File: config.mk
export PLATFORM = sky130hd
export DESIGN_NAME = ppt_pulse_gen
export DESIGN_NICKNAME = d
export VERILOG_FILES = /design/src/rtl/ppt_pkg.sv /design/src/rtl/ppt_prescaler.sv /design/src/rtl/ppt_pulse_gen.sv
export SDC_FILE = /design/constraint.sdc
export NUM_CORES = 1
export LEC_CHECK = 0
export ABC_AREA = 0
export BUFFER_PORTS_ARGS = -buffer_cell sky130_fd_sc_hd__buf_2
export CAP_MARGIN = 10
export CORE_UTILIZATION = 55
export DETAILED_ROUTE_END_ITERATION = 10
export PLACE_DENSITY_LB_ADDON = 0.08
export RECOVER_POWER = 25
export SLEW_MARGIN = 10
export SYNTH_ARGS = -nofsm -noshare
export SYNTH_HDL_FRONTEND = slang
export SYNTH_SLANG_ARGS = --single-unit
File: constraint.sdc
create_clock -name clk -period 3.4 [get_ports clk]
set_clock_uncertainty 0.2 [all_clocks]
set_input_delay 0.68 -clock clk [delete_from_list [all_inputs] [get_ports clk]]
set_output_delay 0.68 -clock clk [all_outputs]
set_load 0.005 [all_outputs]
File: src/rtl/ppt_pkg.sv
// Shared types and widths for the PPT pulse-train generator.
// Package name is ppt_pkg so both the prescaler and the top share one state type.
package ppt_pkg;
  localparam int CLKDIV_W = 5;
  localparam int TIME_W   = 14;
  localparam int COUNT_W  = 8;

  typedef enum logic [1:0] {
    IDLE = 2'd0,
    RUN  = 2'd1,
    DONE = 2'd2
  } ppt_state_e;
endpackage

File: src/rtl/ppt_prescaler.sv
// Tick generator: one tick every 2^(d+1) clk cycles, d = clk_div clamped to PRESC_W-1.
// The divider is latched on load so it stays constant for the whole run.
module ppt_prescaler
  import ppt_pkg::*;
#(
  parameter int PRESC_W = 24
) (
  input  logic                clk,
  input  logic                rstn,
  input  logic                load,
  input  logic                en,
  input  logic [CLKDIV_W-1:0] clk_div,
  output logic                tick
);
  localparam logic [CLKDIV_W-1:0] MAX_D = CLKDIV_W'(PRESC_W - 1);
  localparam logic [PRESC_W-1:0]  ONES  = '1;

  logic [PRESC_W-1:0]  cnt_q;
  logic [PRESC_W-1:0]  term_q;
  logic [CLKDIV_W-1:0] d_clamped;

  always_comb begin
    d_clamped = (clk_div > MAX_D) ? MAX_D : clk_div;
  end

  // Terminal count 2^(d+1)-1 is an all-ones mask of d+1 bits.
  always_ff @(posedge clk or negedge rstn) begin
    if (!rstn) begin
      cnt_q  <= '0;
      term_q <= '0;
    end else if (load) begin
      cnt_q  <= '0;
      term_q <= ONES >> (MAX_D - d_clamped);
    end else if (en) begin
      cnt_q <= tick ? '0 : cnt_q + 1'b1;
    end
  end

  assign tick = en && (cnt_q == term_q);
endmodule

File: src/rtl/ppt_pulse_gen.sv
// PPT trigger pulse-train generator: shadowed config, phase counter, firing counter.
// run_ppt is a level: high starts a run from IDLE, low aborts RUN or leaves DONE.
module ppt_pulse_gen
  import ppt_pkg::*;
#(
  parameter int PRESC_W = 24
) (
  input  logic                clk,
  input  logic                rstn,
  input  logic [CLKDIV_W-1:0] clk_div,
  input  logic [TIME_W-1:0]   period,
  input  logic [TIME_W-1:0]   width,
  input  logic [COUNT_W-1:0]  count,
  input  logic                run_ppt,
  output logic                pulse_out,
  output logic [COUNT_W-1:0]  count_done,
  output logic                done,
  output logic                busy
);
  ppt_state_e         state_q, state_d;
  logic [TIME_W-1:0]  period_q, period_d;
  logic [TIME_W-1:0]  width_q, width_d;
  logic [COUNT_W-1:0] count_q, count_d;
  logic [TIME_W-1:0]  phase_q, phase_d;
  logic [COUNT_W-1:0] cd_q, cd_d;
  logic               done_q, done_d;
  logic               pulse_q, pulse_d;

  logic               start;
  logic               tick;
  logic [TIME_W-1:0]  eff_period_in;
  logic [TIME_W-1:0]  eff_width_in;
  logic [TIME_W-1:0]  phase_inc;
  logic [COUNT_W-1:0] cd_inc;

  assign start = (state_q == IDLE) && run_ppt;

  ppt_prescaler #(.PRESC_W(PRESC_W)) u_presc (
    .clk     (clk),
    .rstn    (rstn),
    .load    (start),
    .en      (state_q == RUN),
    .clk_div (clk_div),
    .tick    (tick)
  );

  always_comb begin
    eff_period_in = (period == '0) ? TIME_W'(1) : period;
    eff_width_in  = (width > eff_period_in) ? eff_period_in : width;
    phase_inc     = phase_q + TIME_W'(1);
    cd_inc        = cd_q + COUNT_W'(1);
  end

  always_comb begin
    state_d  = state_q;
    period_d = period_q;
    width_d  = width_q;
    count_d  = count_q;
    phase_d  = phase_q;
    cd_d     = cd_q;
    done_d   = done_q;
    pulse_d  = pulse_q;
    case (state_q)
      IDLE: begin
        pulse_d = 1'b0;
        if (run_ppt) begin
          period_d = eff_period_in;
          width_d  = eff_width_in;
          count_d  = count;
          phase_d  = '0;
          cd_d     = '0;
          if (count == '0) begin
            state_d = DONE;
            done_d  = 1'b1;
          end else begin
            state_d = RUN;
            done_d  = 1'b0;
            pulse_d = (eff_width_in != '0);
          end
        end
      end
      RUN: begin
        // Abort wins over a coincident completing tick.
        if (!run_ppt) begin
          state_d = IDLE;
          pulse_d = 1'b0;
        end else if (tick) begin
          if (phase_q == period_q - TIME_W'(1)) begin
            phase_d = '0;
            cd_d    = cd_inc;
            if (cd_inc == count_q) begin
              state_d = DONE;
              done_d  = 1'b1;
              pulse_d = 1'b0;
            end else begin
              pulse_d = (width_q != '0);
            end
          end else begin
            phase_d = phase_inc;
            pulse_d = (phase_inc < width_q);
          end
        end
      end
      DONE: begin
        pulse_d = 1'b0;
        if (!run_ppt) state_d = IDLE;
      end
      default: begin
        state_d = IDLE;
        pulse_d = 1'b0;
      end
    endcase
  end

  always_ff @(posedge clk or negedge rstn) begin
    if (!rstn) begin
      state_q  <= IDLE;
      period_q <= '0;
      width_q  <= '0;
      count_q  <= '0;
      phase_q  <= '0;
      cd_q     <= '0;
      done_q   <= 1'b0;
      pulse_q  <= 1'b0;
    end else begin
      state_q  <= state_d;
      period_q <= period_d;
      width_q  <= width_d;
      count_q  <= count_d;
      phase_q  <= phase_d;
      cd_q     <= cd_d;
      done_q   <= done_d;
      pulse_q  <= pulse_d;
    end
  end

  assign pulse_out  = pulse_q;
  assign count_done = cd_q;
  assign done       = done_q;
  assign busy       = (state_q == RUN);
endmodule

==> results of run 1 <==
## final cells by class
class,instances,area [um^2]
multi-input combinational,606,3901
clock buffer,9,225.2
fill,1091,4315
clock inverter,7,57.56
tap,168,210.2
inverter,44,165.2
sequential,110,2754
timing repair buffer,90,533.0
## final timing paths
| path | endpoint | cells after the start |
|---|---|---|
| min in group asynchronous | count_q[7] | 1 |
| setup / recovery | phase_q[4] | 8 |
| hold reg to reg | u_presc.cnt_q[23] | 1 |
| hold / removal | u_presc.cnt_q[23] | 1 |
| max in group asynchronous | width_q[3] | 2 |
| setup reg to reg | phase_q[4] | 8 |
## power breakdown
group          total, W  switching, W  internal (W)  leakage (nW)
logic          0.000931      0.000529      0.000403          2.00
clock network   0.00103      0.000524      0.000508         0.139
registers       0.00163      0.000158       0.00147          1.41
total           0.00360       0.00121       0.00239          3.54
## repair_timing
item                                    CTS  global route
gates resized for setup                   1            10
setup buffers                             0             1
pin swaps                                 1             0
endpoints found under the setup margin    7            23
## worst reg2reg max path: cells and delay by family, from the launching register on
kind            cells  cell delay (ns)
compound gates      2             0.60
xor+xnor            1             0.15
simple gates        4             1.68
flops               1             0.39
buf+inv             1             0.19
## cell families after synthesis
logic type                 after synthesis
AOI/OAI and AO/OA                      205
xor gates and xnor gates                57
adders and majority gates               31
buffers and inverters                   83
DFF                                    110
muxes                                   15
and+or+nand+nor                        298
## state kept, by name, summed over array words and instances (netlist names)
register and count:
count_done 8, count_q 8, done 1, period_q 14
phase_q 14, pulse_out 1, state_q 2, u_presc.cnt_q 24
u_presc.term_q 24, width_q 14
## metrics by stage
step / power [W] / std cells / setup WS (ns) / area, um^2
floorplan: 0.002242 / 799 / 0.04405 / 6932
global placement: 0.002535 / 1017 / 0.01487 / 7522
detailed placement: 0.002566 / 1017 / -0.06900 / 7522
CTS: 0.003597 / 1033 / 0.03774 / 7810
global route: 0.003802 / 1034 / 0.003848 / 7846
finish: 0.003596 / 1034 / 0.09203 / 7846
## routing by layer
| metal | routed length [um] | part of all wire (%) |
|---|---|---|
| met1 | 8625 | 48 |
| met2 | 8096 | 45 |
| met3 | 960 | 5.3 |
| met4 | 267 | 1.5 |
| met5 | 0 | 0 |
## placed cells by master, fill, tap and decap left out, types with 23 or more instances in the layout
cell type and count:
buf_2 53, buf_4 34, dfrtp_1 109, ha_1 31, inv_1 44, nand2_1 108, nand3_1 27, nand4_1 23
nor2_1 49, o21ai_0 86, o31ai_1 27, xnor2_1 45
==> impl_metrics.tcl, run 1 <==
set metrics [dict create \
    synth_mux_area_share_pct 2.184 \
    yosysUniqueCellTypes 57 \
    grt_pass1_vias 5847 \
    yosysSeqAreaShare_pct 39.71 \
    start_kind "flip-flop" \
    crit_path_cell_trace "or4_4, or4_4, xnor2_1, a2111o_1, or4_4, buf_4, nor3b_2, a22o_1" \
    first_pass_iters 5 \
    syn_avg_cell_area_um2 8.675 \
    vias 6151 \
    critPathMaxFanout 10 \
    routabilityCongestion 0.9289 \
    crit_required_ns 3.45 \
    min_period_ns 3.308 \
    synth-async-reset-ratio_pct 100.0 \
    crit_start "period_q[3]" \
    hold_viol_final 0 \
    yosys-top-cells-area "dfrtp_1 40%, o21ai_0 6.3%, nand2_1 5.9%, xnor2_1 5.8%, ha_1 5.6%" \
    coreArea_um2 12160 \
    grt_max_degree 88 \
    met2_usage_pct 45.17 \
    pin_count 55 \
    fp.dieArea_um2 13060 \
    end_kind "flip-flop" \
    holdBufCountCts 0 \
    synthSimpleGateAreaFrac_pct 21.82 \
    nNetsFinal 936 \
    drv_cap 0 \
    area_delta_synth_final_pct 13.20 \
    post_synth_fa_ha_maj_area_fraction_pct 5.596 \
    clk_latency_ns 0.36 \
    fmax_mhz 302.3 \
    worstMarginPinSlew_ns 1.327 \
    cts_tree "yes" \
    root_buffer "clkbuf_16" \
    fin_hold_ws_ns 0.3039 \
    dpl.hpwl_um 13620 \
    synth_edf_count 0 \
    min_from "u_presc.cnt_q[23]" \
    p_leak_nw 3.542 \
    drv_slew 0 \
    drive_gt1_share_pct 14.55 \
    finalWirelength_um 17950 \
    synth-xor-area-share_pct 7.202 \
    wire_per_inst_um 17.36 \
    yosysMostFrequentCell "dfrtp_1" \
    yosys_most_used_dff "dfrtp_1" \
    final_antenna_net_count 0 \
    cp_top_family "simple AND/OR/NAND/NOR gates" \
    yosysWarningCount 0 \
    antenna_found_initial 0 \
    grtUsageTotal_pct 29.37 \
    synth_top_area_share_pct 39.71 \
    power_density_nw_per_um2 458.3 \
    initialDrtViolationCount 534 \
    worst-path-buf-inv 1 \
    outcome "finished, final reports clean" \
    cts.sinks 110 \
    rsz0062_at_grt "no" \
    antennaDiodeCount 0 \
    final_util_pct 64.52 \
    die_w_um 114.3 \
    rows 40 \
    grt.busiest_layer "met2" \
    grtUsageMet1_pct 42.12 \
    rrSetupSlack_ns 0.09 \
    cts_buffers 9 \
    finalCritPeriodShare_pct 97.29 \
    ys_seq_elements 110 \
    synth_compound_area_share_pct 18.83 \
    slowest_stage "or4_4" \
    peakVddDrop_mv 0.2697 \
    numPortBuffers 54 \
    drc 0 \
    cp_common_cell "or4_4" \
    cts_max_level 3 \
    synth_area_um2 6932 \
    timing.rr.start "period_q[3]" \
    hold_class "flip-flop to flip-flop" \
    grt_pass1_wl_um 29590 \
    crit_arrival_ns 3.36 \
    relSlewSlack_pct 11.50 \
    synthesis.nets 874 \
    die_h_um 114.3 \
    finalSetupViolations 0 \
    synth_common_cells "110 x dfrtp_1, 109 x nand2_1, 87 x o21ai_0" \
    vias_per_cell 5.949 \
    met3_usage_pct 6.300 \
    synth.largest_area_cell "dfrtp_1" \
    clk_pin_slew_ns 0.08 \
    setup_tns_ns 0 \
    grt-ovfl-total 0 \
    initial_core_util_pct 57.00 \
    slowest_delay_ns 0.54 \
    synth_top_family_by_area "simple AND/OR/NAND/NOR gates" \
    syn_inst 799 \
    cts_buffer_depth 2 \
    crit_type "flip-flop to flip-flop" \
]
(Power assumes the default switching activity.)
==> run 2, diff against run 1 <==
--- a/config.mk
+++ b/config.mk
@@ -5,10 +5,11 @@
 export SDC_FILE = /design/constraint.sdc
 export NUM_CORES = 1
 export LEC_CHECK = 0
-export ABC_AREA = 0
+export ABC_AREA = 1
 export BUFFER_PORTS_ARGS = -buffer_cell sky130_fd_sc_hd__buf_2
 export CAP_MARGIN = 10
-export CORE_UTILIZATION = 55
+export CORE_UTILIZATION = 57
+export CTS_BUF_LIST = sky130_fd_sc_hd__clkbuf_4
 export DETAILED_ROUTE_END_ITERATION = 10
 export PLACE_DENSITY_LB_ADDON = 0.08
 export RECOVER_POWER = 25
==> run 2 against run 1 <==
  * Via count fell by 2.1%
  * Flip-flop and latch count unchanged
  * Power grew 31%
  * The run now ends with max-capacitance violations, max-slew violations left
  * Critical path type unchanged
  * Fmax is 9.1% higher
  * Final cell count rose by 9.9%
  * Clock power shrank 32%
  * Largest cell class unchanged
  * Hold slack got worse by 0.12 ns
  * Design area fell by 2.9%
  * Die area is 2.5% lower
==> impl_metrics.tcl, run 2 <==
set metrics [dict create \
    yosys_most_used_dff "dfrtp_1" \
    pwr-share-seq_pct 42.8 \
    p_total_w 0.004714 \
    finalCritPeriodShare_pct 89.19 \
    hold_viol_final 0 \
    final_common_cell "nand2_1" \
    critPathMaxFanout 5 \
    routabilityCongestion 0.9497 \
    yosysWarningCount 0 \
    yosys-top-cells-area "dfrtp_1 39%, nand2_1 13%, inv_1 6.1%, ha_1 5.5%, o21ai_0 5.0%" \
    grt-ovfl-total 0 \
    end_kind "flip-flop" \
    failed_checks "max-capacitance violations, max-slew violations" \
    synth.largest_area_cell "dfrtp_1" \
    drive_gt1_share_pct 12.84 \
    ys_seq_elements 110 \
    numPortBuffers 54 \
    first_pass_iters 5 \
    initialDrtViolationCount 433 \
    synth_common_cells "240 x nand2_1, 113 x inv_1, 110 x dfrtp_1" \
    yosysSeqAreaShare_pct 39.32 \
    outcome "finished, violations left" \
    grt_pass1_wl_um 27670 \
    area_delta_synth_final_pct 8.794 \
    synthesis.nets 1001 \
    vias_per_cell 5.302 \
    cts_max_level 3 \
    synth_area_um2 7000 \
    cts.sinks 110 \
    antennaDiodeCount 0 \
    rsz0062_at_grt "no" \
    cts_tree "yes" \
    crit_type "flip-flop to flip-flop" \
    yosysUniqueCellTypes 45 \
    syn_avg_cell_area_um2 7.560 \
    internal-power_w 0.002650 \
    antenna_found_initial 0 \
    synth_edf_count 0 \
    swShare_pct 43.78 \
    syn_inst 926 \
    grtUsageTotal_pct 27.54 \
    die_h_um 112.8 \
    pin_count 55 \
    clk_pin_slew_ns 0.17 \
    nNetsFinal 1059 \
    initial_core_util_pct 58.28 \
    wire_per_inst_um 14.42 \
    pwr-share-clk_pct 14.9 \
    fmax_mhz 329.7 \
    peakVddDrop_mv 0.3038 \
    drv_cap 1 \
    drc 0 \
    power_density_nw_per_um2 619.0 \
    p_switching_w 0.002064 \
    hold_class "input pin to flip-flop" \
    coreArea_um2 12010 \
    fp.dieArea_um2 12730 \
    synth-async-reset-ratio_pct 100.0 \
    yosysMostFrequentCell "nand2_1" \
    crit_arrival_ns 3.24 \
    clk_latency_ns 0.51 \
    die_w_um 112.8 \
    final_cell_mix "240 x nand2_1, 113 x inv_1, 108 x dfrtp_1" \
    finalSetupViolations 0 \
    finalWirelength_um 16380 \
    vias 6023 \
    final_antenna_net_count 0 \
    setup_tns_ns 0 \
    grt_max_degree 51 \
    worstMarginPinSlew_ns 1.870 \
    cts_buffer_depth 2 \
    reg.largest.list "u_presc.cnt_q x24, u_presc.term_q x24" \
    drv_slew 32 \
    synth_top_area_share_pct 39.32 \
    relSlewSlack_pct -24.66 \
    rows 40 \
    cts_buffers 9 \
    start_kind "flip-flop" \
    grt_pass1_vias 5697 \
    min_period_ns 3.033 \
    dpl.hpwl_um 12750 \
    root_buffer "clkbuf_4" \
    crit_required_ns 3.61 \
    p_leak_nw 3.735 \
    p_comb_share_pct 42.3 \
]
-- run 2: cell types whose count changed after synthesis, sizes merged, moves of 13 or more --
cell / before / now
nand2: 109 / 247
o31ai: 27 / 1
nand3: 27 / 66
nor2: 49 / 85
mux2i: 14 / 1
o22ai: 1 / 15
xnor2: 46 / 27
xor2: 11 / 33
inv: 44 / 121
clkbuf: 30 / 9
-- run 2: critical path: stages (launching register included) --
cell and delay (ns):
dfrtp_1 0.47, nand3_1 0.17, nor4_1 0.25, nand2_1 0.15, nor2_1 0.11, nand3_1 0.10, nor3_1 0.20, xor2_1 0.22
inv_1 0.07, ha_1 0.31, nand2_1 0.07, nor3_1 0.18, nand4_1 0.11, nand3_1 0.10, nand2_1 0.05, nand2_1 0.06
nand2_1 0.05, nand2_1 0.05, nand2_1 0.04
-- run 2: final timing paths --
kind	startpoint	endpoint	slack [ns]	depth (start not counted)
setup / recovery	phase_q[0]	pulse_out	0.37	18
max in group asynchronous	rstn	u_presc.cnt_q[4]	0.74	3
setup reg to reg	phase_q[0]	pulse_out	0.37	18
hold / removal	count[4]	count_q[4]	0.18	3
min in group asynchronous	rstn	count_done[0]	0.99	2
hold reg to reg	width_q[8]	width_q[8]	0.31	2
-- run 2: cells by family (layout without fill, tap and decap cells) --
family	Yosys count	after routing	share of synthesized area, %
DFF	110	110	39.32
and+or+nand+nor	439	439	28.36
AOI/OAI and AO/OA	142	142	11.08
muxes	1	1	0.1430
xor gates and xnor gates	60	60	7.507
buffers and inverters	143	206	8.043
adders and majority gates	31	31	5.541
-- run 2: what timing repair did --
item | 4_1_cts | 5_1_grt
endpoints found under the setup margin | 0 | 1
hold buffers | 1 | 0
gates resized for setup | 0 | 2
hold endpoints to repair | 30 | 0
setup buffers | 0 | 1
-- run 2: layer usage --
| metal | global-route usage [%] | vias to the layer above | wire, um |
|---|---|---|---|
| met5 | 0 | - | 0 |
| met4 | 5.511 | 0 | 134 |
| met3 | 5.035 | 12 | 600 |
| met2 | 43.58 | 127 | 7306 |
| met1 | 39.67 | 2766 | 8337 |
| li1 | - | 3118 | - |
-- run 2: cell type report --
class	instances	area, um^2
repair buffers	67	381.6
multi-input cells	673	3685
flip-flops and latches	110	2755
inverters	123	461.7
clock buffers	9	67.56
well taps	147	183.9
clock inverters	7	81.33
fillers	1117	4395
-- run 2: through the flow --
step	instance area, um^2	setup WS, ns	hold WS, ns	std cells	util, %
floorplan	7000	0.6788	0.1844	926	-
global placement	7458	0.3442	0.2709	1118	62.09
detailed placement	7458	0.3269	0.2777	1118	62.09
CTS	7617	0.3236	0.1585	1135	63.42
global route	7616	0.005199	0.1741	1136	63.41
finish	7616	0.3674	0.1821	1136	63.41
-- run 2: power by group through the flow --
stage                     registers, W  logic [W]  clock network [W]
after floorplan                0.00194    0.00151                  0
after global placement         0.00204    0.00196                  0
after detailed placement       0.00204    0.00199                  0
after CTS                      0.00202    0.00200           0.000726
after global routing           0.00206    0.00226           0.000774
final                          0.00202    0.00199           0.000702
==> run 3, diff against run 2 <==
--- a/config.mk
+++ b/config.mk
@@ -8,6 +8,7 @@
 export ABC_AREA = 1
 export BUFFER_PORTS_ARGS = -buffer_cell sky130_fd_sc_hd__buf_2
 export CAP_MARGIN = 10
+export CORE_ASPECT_RATIO = 0.8
 export CORE_UTILIZATION = 57
 export CTS_BUF_LIST = sky130_fd_sc_hd__clkbuf_4
 export DETAILED_ROUTE_END_ITERATION = 10
==> run 3 against run 2 <==
  * The run still ends with max-capacitance violations, max-slew violations left
  * Fmax increased by 1.3%
  * Wire length increased by 0.74%
  * Critical endpoint unchanged
  * Non-clock buffer count unchanged
  * Via count increased by 1.7%
  * Global-route usage increased by 0.072 points
  * Count of clock-buffer cells in the layout increased by 1
  * Sequential power about the same
  * Register-to-register slack improved by 0.04 ns
  * Sequential share of layout area decreased by 0.12 points
  * Die area about the same
  * First-iteration DRC count decreased by 6.0%
  * Critical path depth unchanged
==> impl_metrics.tcl, run 3 (same netlist as run 2, synthesis figures left out) <==
set metrics [dict create \
    outcome "finished, violations left" \
    failed_checks "max-capacitance violations, max-slew violations" \
    rrSetupSlack_ns 0.41 \
    internal-power_w 0.002662 \
    cts.sinks 110 \
    power_density_nw_per_um2 616.8 \
    drc 0 \
    p_total_w 0.004713 \
    critPathMaxFanout 5 \
    slowest_delay_ns 0.46 \
    final_cells 1137 \
    crit_type "flip-flop to flip-flop" \
    slowest_stage "dfrtp_2" \
    finalCritPeriodShare_pct 88.04 \
    final_util_pct 65.11 \
    grt-ovfl-total 0 \
    p_leak_nw 3.759 \
    finalWirelength_um 16500 \
    final_common_cell "nand2_1" \
    end_kind "flip-flop" \
    root_buffer "clkbuf_4" \
    cp-endpoint "pulse_out" \
    min_period_ns 2.993 \
    cts_buffers 9 \
    start_kind "flip-flop" \
    routabilityCongestion 0.9168 \
    nNetsFinal 1059 \
    worst-path-buf-inv 1 \
    p_switching_w 0.002052 \
    fmax_mhz 334.1 \
    pin_count 55 \
    drive_gt1_share_pct 13.25 \
    setup_tns_ns 0 \
    area_delta_synth_final_pct 9.151 \
    crit_path_cell_trace "nand3_2, nor4_4, nand2_1, nor2_1, nand3_1, nor3_2, xor2_1, inv_1, ha_1, nand2_1, nor3_1, nand4_1, nand3_1, nand2_1, nand2_1, nand2_1, nand2_1, nand2_1" \
    grt_pass1_vias 5537 \
    die_w_um 125.9 \
    critical_path_depth 18 \
    fp.dieArea_um2 12730 \
    peakVddDrop_mv 0.2768 \
    vias_per_cell 5.389 \
    dp_cells 1119 \
    finalSetupViolations 0 \
    p_comb_share_pct 42.1 \
    cts_tree "yes" \
    numPortBuffers 54 \
    vias 6127 \
    relSlewSlack_pct -14.18 \
    antennaDiodeCount 0 \
    coreArea_um2 11740 \
    pwr-share-clk_pct 15.0 \
    rows 35 \
    clk_latency_ns 0.49 \
    final_antenna_net_count 0 \
    drv_cap 1 \
    r2r_end "pulse_out" \
    antenna_found_initial 0 \
    timing.rr.start "phase_q[0]" \
    hold_class "input pin to flip-flop" \
    pre_cts_ws_ns 0.2544 \
    first_pass_iters 5 \
    cp_common_cell "nand2_1" \
    wire_per_inst_um 14.51 \
    swShare_pct 43.53 \
    grt_max_degree 70 \
    initial_core_util_pct 59.65 \
    drv_slew 70 \
    die_h_um 101.1 \
    finalWorstSetupSlack_ns 0.4065 \
    clk_pin_slew_ns 0.18 \
    rsz0062_at_grt "no" \
    initialDrtViolationCount 407 \
    grtUsageTotal_pct 27.61 \
    final_cell_mix "240 x nand2_1, 113 x inv_1, 108 x dfrtp_1" \
    crit_arrival_ns 3.20 \
    hold_viol_final 0 \
    crit_start "phase_q[0]" \
    reg2reg_depth 18 \
    dpl.hpwl_um 12740 \
    worstMarginPinSlew_ns 1.713 \
    crit_required_ns 3.60 \
    cp_top_family "simple AND/OR/NAND/NOR gates" \
    cts_buffer_depth 2 \
    pwr-share-seq_pct 43.0 \
    cts_max_level 3 \
    reg.largest.list "u_presc.cnt_q x24, u_presc.term_q x24" \
    grt_pass1_wl_um 27620 \
]
run 3: worst reg2reg max path: cells and delay by family, from the launching register on:
| kind | cells | cell delay [ns] |
|---|---|---|
| xor+xnor | 1 | 0.20 |
| buf+inv | 1 | 0.06 |
| fa+ha+maj | 1 | 0.31 |
| simple gates | 15 | 1.69 |
| flops | 1 | 0.46 |
run 3: layer usage:
metal | up-vias | wire length (um) | global-route usage [%]
met5 | - | 0 | 0
met4 | 0 | 133 | 5.005
met3 | 16 | 864 | 4.299
met2 | 166 | 6576 | 38.50
met1 | 2825 | 8926 | 44.82
li1 | 3120 | - | -
run 3: area by class of cell:
class / instances / area [um^2]
multi-input combinational: 673 / 3717
clock inverter: 6 / 80.08
sequential: 110 / 2755
tap: 148 / 185.2
clock buffer: 10 / 75.07
inverter: 123 / 461.7
fill: 1077 / 4095
timing repair buffer: 67 / 366.6
run 3: through the flow:
stage	instance area [um^2]	hold WS, ns
CTS	7625	0.1850
finish	7641	0.2034
detailed placement	7460	0.2781
global route	7641	0.2025
global placement	7460	0.2692
floorplan	7000	0.1844
run 3: how the worst min path moves through the flow:
stage / slack (ns) / endpoint / start / cells after the start
global placement: 0.27 / done / done / 1
detailed placement: 0.28 / count_q[2] / count_q[2] / 2
global route: 0.20 / count_q[4] / count[4] / 3
floorplan: 0.18 / count_done[0] / rstn / 0
CTS: 0.18 / count_q[6] / count[6] / 3
finish: 0.20 / count_q[4] / count[4] / 3
run 3: what timing repair did:
action,CTS,global route
endpoints found under the setup margin,0,1
endpoints found under the hold margin,5,0
hold buffers,1,0
resized for setup,0,6
buffers inserted,0,1
run 3: power groups by stage:
stage	logic (W)	registers, W	clock network (W)
floorplan	0.00151	0.00194	0
global placement	0.00195	0.00203	0
detailed placement	0.00197	0.00204	0
CTS	0.00198	0.00201	0.000727
global route	0.00226	0.00207	0.000768
finish	0.00198	0.00202	0.000705
